**src/rtl/mem_bus_arbiter.sv**
```systemverilog
// Shares one memory port between the instruction bus and the data bus.
// dbus wins arbitration unless ibus has been passed over STARVE_LIMIT times
// in a row. Each access runs IDLE -> XFER -> DONE, and the DONE cycle is the
// single cycle in which the owning bus sees its stall drop.
module mem_bus_arbiter #(
  parameter int STARVE_LIMIT   = 4,
  parameter int TIMEOUT_CYCLES = 255
) (
  input  logic        clock,
  input  logic        reset,
  input  logic [31:0] ibus_addr,
  input  logic        ibus_read,
  output logic [31:0] ibus_data,
  output logic        ibus_stall,
  input  logic [31:0] dbus_addr,
  input  logic        dbus_read,
  input  logic        dbus_write,
  input  logic [31:0] dbus_wdata,
  input  logic [3:0]  dbus_byteenable,
  output logic [31:0] dbus_data,
  output logic        dbus_stall,
  output logic        mem_req,
  output logic        mem_we,
  output logic [31:0] mem_addr,
  output logic [31:0] mem_wdata,
  output logic [3:0]  mem_byteenable,
  input  logic [31:0] mem_rdata,
  input  logic        mem_ready,
  output logic        bus_error
);
  typedef enum logic [1:0] {IDLE = 2'd0, XFER = 2'd1, DONE = 2'd2} state_t;

  localparam logic        OWN_I   = 1'b0;
  localparam logic        OWN_D   = 1'b1;
  localparam logic [3:0]  SL      = 4'(STARVE_LIMIT);
  localparam logic [15:0] TO_LAST = 16'(TIMEOUT_CYCLES - 1);
  localparam bit          TO_EN   = (TIMEOUT_CYCLES != 0);

  state_t      state, state_nx;
  logic        owner;
  logic [3:0]  starve;
  logic [15:0] tcnt;
  logic        cancel;   // owner dropped its request during this access

  logic ireq, dreq, pick_d, owner_req, keep;
  logic grant, xfer_ok, xfer_to;

  assign ireq      = ibus_read;
  assign dreq      = dbus_read | dbus_write;
  assign pick_d    = dreq & ~(ireq & (starve == SL));
  assign owner_req = (owner == OWN_D) ? dreq : ireq;
  // A flushed access still runs to completion but must leave no trace.
  assign keep      = ~cancel & owner_req;

  // Stalls are purely combinational so they track requests even in reset.
  assign ibus_stall = ireq & ~((state == DONE) & (owner == OWN_I));
  assign dbus_stall = dreq & ~((state == DONE) & (owner == OWN_D));

  // State register.
  always_ff @(posedge clock or posedge reset) begin
    if (reset) state <= IDLE;
    else       state <= state_nx;
  end

  // Next-state logic and per-cycle event strobes.
  always_comb begin
    state_nx = state;
    grant    = 1'b0;
    xfer_ok  = 1'b0;
    xfer_to  = 1'b0;
    case (state)
      IDLE: if (ireq | dreq) begin
        grant    = 1'b1;
        state_nx = XFER;
      end
      XFER: if (mem_ready) begin
        xfer_ok  = 1'b1;
        state_nx = DONE;
      end else if (TO_EN && (tcnt == TO_LAST)) begin
        xfer_to  = 1'b1;
        state_nx = DONE;
      end
      DONE:    state_nx = IDLE;
      default: state_nx = IDLE;
    endcase
  end

  // Grant latching, memory-side outputs, result capture and counters.
  always_ff @(posedge clock or posedge reset) begin
    if (reset) begin
      owner          <= OWN_I;
      starve         <= '0;
      tcnt           <= '0;
      cancel         <= 1'b0;
      mem_req        <= 1'b0;
      mem_we         <= 1'b0;
      mem_addr       <= '0;
      mem_wdata      <= '0;
      mem_byteenable <= '0;
      ibus_data      <= '0;
      dbus_data      <= '0;
      bus_error      <= 1'b0;
    end else begin
      bus_error <= 1'b0;
      if (grant) begin
        mem_req <= 1'b1;
        tcnt    <= '0;
        cancel  <= 1'b0;
        if (pick_d) begin
          owner          <= OWN_D;
          mem_we         <= dbus_write;
          mem_addr       <= dbus_addr;
          mem_wdata      <= dbus_wdata;
          mem_byteenable <= dbus_write ? dbus_byteenable : 4'hF;
          if (ireq && (starve != SL)) starve <= starve + 4'd1;
        end else begin
          owner          <= OWN_I;
          mem_we         <= 1'b0;
          mem_addr       <= ibus_addr;
          mem_wdata      <= '0;
          mem_byteenable <= 4'hF;
          starve         <= '0;
        end
      end else if (state == XFER) begin
        if (!owner_req) cancel <= 1'b1;
        if (xfer_ok) begin
          mem_req <= 1'b0;
          mem_we  <= 1'b0;
          tcnt    <= '0;
          if (keep && !mem_we) begin
            if (owner == OWN_D) dbus_data <= mem_rdata;
            else                ibus_data <= mem_rdata;
          end
        end else if (xfer_to) begin
          mem_req <= 1'b0;
          mem_we  <= 1'b0;
          tcnt    <= '0;
          if (keep) begin
            bus_error <= 1'b1;
            if (owner == OWN_D) dbus_data <= '0;
            else                ibus_data <= '0;
          end
        end else if (TO_EN) begin
          tcnt <= tcnt + 16'd1;
        end
      end
    end
  end
endmodule
```
**config.mk**
```make
export PLATFORM = sky130hd
export DESIGN_NAME = mem_bus_arbiter
export DESIGN_NICKNAME = d
export VERILOG_FILES = /design/src/rtl/mem_bus_arbiter.sv
export SDC_FILE = /design/constraint.sdc
export NUM_CORES = 1
export LEC_CHECK = 0
export ABC_AREA = 1
export ABC_CLOCK_PERIOD_IN_PS = 11500
export CORE_MARGIN = 4
export CORE_UTILIZATION = 23
export CTS_BUF_LIST = sky130_fd_sc_hd__clkbuf_4 sky130_fd_sc_hd__clkbuf_8 sky130_fd_sc_hd__clkbuf_16
export CTS_CLUSTER_SIZE = 14
export DETAILED_ROUTE_END_ITERATION = 10
export PLACE_DENSITY = 0.46
export SYNTH_ARGS = -nofsm -noshare
export SYNTH_HDL_FRONTEND = slang
export SYNTH_SLANG_ARGS = --single-unit
```
**constraint.sdc**
```tcl
create_clock -name clock -period 11.5 [get_ports clock]
set_clock_uncertainty 0.1 [all_clocks]
set_input_delay 3.45 -clock clock [delete_from_list [all_inputs] [get_ports clock]]
set_output_delay 3.45 -clock clock [all_outputs]
set_load 0.005 [all_outputs]
```
==> results.md <==
Hold path:
- The number of cells traversed by the worst hold path is 2.
- The type of the worst min-delay path is flop to flop.

Worst setup path:
- Data on the critical path is required at its endpoint by 7.95 ns.
- The critical path class is primary input to primary output.
- The depth of the most critical reg-to-reg path is 10.
- The launching instance or port of the critical path is dbus_write.
- The reg-to-reg endpoint is dbus_data[26]$_DFFE_PP0P_.
- Following the worst setup path forward leads to its endpoint at dbus_stall.
- The worst setup path is launched from a primary input.
- The reg-to-reg startpoint is state[1]$_DFFE_PP0P_.
- The top fanout value on the critical path is 3.
- STA classifies the critical path endpoint as a primary output.
- The worst register-to-register path has a setup slack of 7.79 ns.
- The worst endpoint data arrival time is 4.85 ns.

Clock network:
- The post-cts gate resize count is 0.
- Post-CTS timing repair inserted 0 buffers for setup.
- In this run the number of H-tree levels came out at 4.
- The number of hold buffers added after CTS was 0.
- The number of clock buffers inserted by TritonCTS is 17.
- The total number of clock tree sinks is 159.
- The CTS tree is yes.
- The master cell of the clock root buffer is sky130_fd_sc_hd__clkbuf_16.
- The number of buffers on the longest clock path is 2.
- The clock reaches the later pin of the worst-skew pair after 0.42 ns.
- The clock slew seen by the registers of the worst setup and hold paths is 0.06 ns.

STA:
- The count of endpoints failing hold in the final timing report was 0.
- The relative max-transition margin is 35.5%.
- The final cycle utilization of the critical path is 73.1%.
- The slack of the critical path is 3.10 ns.
- The maximum frequency from static timing analysis is 119 MHz.
- The total count of max-transition violations in the final report was 0.
- The total of endpoints with negative setup slack in the final report is 0.
- Setup repair after global routing left no endpoint under its margin.
- Subtracting the final worst setup slack from the clock period gives 8.40 ns.
- The setup total negative slack is 0 ns.
- At the pin with the least slew margin, the transition time is 0.968 ns.

Finish:
- The antenna diode instance count is 0.
- The area of all placed cells without fillers is 10,900 um2.
- The area growth from synthesis to layout is 49.2%.
- Leaving out fill and tap cells, the most frequent cell in the layout is sky130_fd_sc_hd__clkdlybuf4s50_1.
- The share of the core filled with cells in the final layout is 34.6%.
- The filler cells instantiated in the layout total 3,324.
- Cells with a size suffix above 1 make up 5.13% of the layout.
- The count of cells in the finished layout, fillers not included, comes to 1,551.
- Leaving out fill and tap cells, the most frequent cells in the layout are sky130_fd_sc_hd__clkdlybuf4s50_1 (274), sky130_fd_sc_hd__nand2_1 (272), sky130_fd_sc_hd__dfrtp_1 (159).
- The number of nets in the finished design is 1,279.

Routing:
- The number of nets still failing antenna checks after routing is 0.
- In the final routing, the length of wire on met1 measures 12,400 um.
- The aggregate routed wire length is 25,800 um.
- The violation count after the first detailed-route iteration is 462.
- The routed layout has 6,851 vias.
- After detailed routing, the average wire length per cell comes to 16.7 um.
- The detailed-route vias per instance is 4.42.
- After detailed routing, no signal wire sits above met4.
- For this run, design rule violations remaining after detail routing come to 0.
- The routed design uses 10,300 um of met2 wire.
- The first detailed-routing pass took 5 iterations.
- The wire length on met3 is 2830 um.

Placed design:
- The cell area after placement is 10,300 um2.
- The port buffer count is 274.
- The count of placed standard cells including taps is 1,520.
- Routability-driven placement finished with a final weighted congestion of 0.781.
- The detailed-placement wirelength estimate is 16,900 um.
- Before CTS, the worst setup slack after placement is 3.05 ns.

Synth:
- The number of warnings issued by yosys is 0.
- The average cell area after synthesis is 8.18 um2.
- The netlist uses 29 different library cells.
- The number of storage elements in the synthesis netlist is 159.
- Counting every net in the synthesized netlist gives 1,035.
- The post-synthesis cell area is 7310 um2.
- After synthesis, flip-flops and latches occupy 54.4% of the total area.
- Synthesis handed over a netlist of 893 instances.

Pwr:
- The portion of total power attributed to the clock network is 24.2%.
- The switching power is 955 uW.
- The maximum vdd ir drop is 0.165 mV.
- The proportion of power drawn by combinational gates is 42.2%.
- The power per unit of standard cell area is 232 nW/um2.
- The internal power summed over all cells is 1.57 mW.
- In this run switching power makes up 37.8% of total power.
- The total leakage power is 5.14 nW.
- In this run, flip-flops and latches consume 33.6% of the power.

GRT:
- The number of antenna violations at the first check in global routing is 0.
- The total global-route track usage is 14.6%.
- The first-pass GRT wire length is 39,600 um.
- The global-route congestion overflow total is 0.
- The via count of the first global-routing pass came to 6,795.
- The largest net degree at the start of global routing is 90.

Die:
- The die is 186 um wide.
- 275 I/O pins were placed.
- The floorplan die area is 34,700 um2.
- The area of the core is 31,500 um2.
- Once the floorplan was initialized, standard cells occupied 23.2% of the core.
- The die is 186 um tall.
- The floorplan has 65 rows.

Flow run:
- The number of maximum-capacitance constraint violations is 0.

Status:
- The run finished with clean final reports.
worst min-delay path by stage:
stage                         startpoint                   endpoint
3_5_place_dp         mem_req$_DFFE_PP0P_        mem_req$_DFFE_PP0P_
4_1_cts              mem_req$_DFFE_PP0P_        mem_req$_DFFE_PP0P_
2_1_floorplan   dbus_data[0]$_DFFE_PP0P_   dbus_data[0]$_DFFE_PP0P_
3_3_place_gp   dbus_data[13]$_DFFE_PP0P_  dbus_data[13]$_DFFE_PP0P_
6_report             mem_req$_DFFE_PP0P_        mem_req$_DFFE_PP0P_
5_1_grt        ibus_data[11]$_DFFE_PP0P_  ibus_data[11]$_DFFE_PP0P_
power by group through the flow:
| stage | registers, mW | logic, mW | clock network (mW) |
|---|---|---|---|
| 2_1_floorplan | 0.860 | 0.536 | 0 |
| 3_3_place_gp | 0.853 | 1.09 | 0 |
| 3_5_place_dp | 0.855 | 1.09 | 0 |
| 4_1_cts | 0.851 | 1.09 | 0.632 |
| 5_1_grt | 0.875 | 1.19 | 0.658 |
| 6_report | 0.849 | 1.07 | 0.610 |
stage by stage:
step	hold WS (ns)	power [mW]
detailed placement	0.358	1.94
global route	0.392	2.72
CTS	0.375	2.57
global placement	0.353	1.94
finish	0.369	2.53
floorplan	0.365	1.40
worst max-delay path, cell delays in order:
cell	delay [ns]
sky130_fd_sc_hd__clkdlybuf4s50_1	0.49
sky130_fd_sc_hd__inv_2	0.05
sky130_fd_sc_hd__nand2_1	0.14
sky130_fd_sc_hd__o21ai_0	0.11
sky130_fd_sc_hd__inv_1	0.06
sky130_fd_sc_hd__clkdlybuf4s50_1	0.55
logic make-up (layout without fill, tap and decap cells):
group	after synthesis	after routing	synth area share [%]
AND/OR/NAND/NOR	515	515	30.6
flip-flops	159	159	54.4
buffers and inverters	126	382	7.93
AO/OA/AOI/OAI	86	86	5.96
adder cells (fa/ha/maj)	4	4	0.685
XOR/XNOR	3	3	0.360
per-layer routing:
metal | global-route usage (%) | up-vias
met5 | 0 | -
met4 | 3.53 | 0
met3 | 6.42 | 11
met2 | 20.2 | 249
met1 | 20.8 | 3220
li1 | - | 3371
registers in the layout, summed over array words and instances (netlist names):
name,count
dbus_data,32
ibus_data,32
mem_addr,32
mem_wdata,32
tcnt,16
mem_byteenable,4
starve,4
state,2
bus_error,1
cancel,1
mem_req,1
mem_we,1
owner,1
synthesized netlist by cell type (all sizes together):
cell type | n | area (um2)
o21ai | 10 | 50.1
nand2 | 276 | 1060
clkinv | 2 | 8.75
clkbuf | 20 | 75.1
nand3 | 51 | 270
a211oi | 1 | 7.51
ha | 4 | 50.1
buf | 36 | 240
nor2 | 112 | 438
a21oi | 74 | 370
nand4 | 69 | 432
inv | 68 | 255
dfrtp | 159 | 3980
o21bai | 1 | 7.51
or2 | 1 | 6.26
nor4 | 1 | 6.26
nor3b | 2 | 15.0
xor2 | 3 | 26.3
nor3 | 3 | 15.0
cell type report:
class	instances	area, um2	area share, %
clock buffer	20	454	4.16
clock inverter	11	155	1.42
inverter	70	269	2.47
multi-input combinational	608	2750	25.2
sequential	159	3980	36.5
tap	402	503	4.61
timing repair buffer	281	2800	25.6
Power figures use the tool's default switching activity.
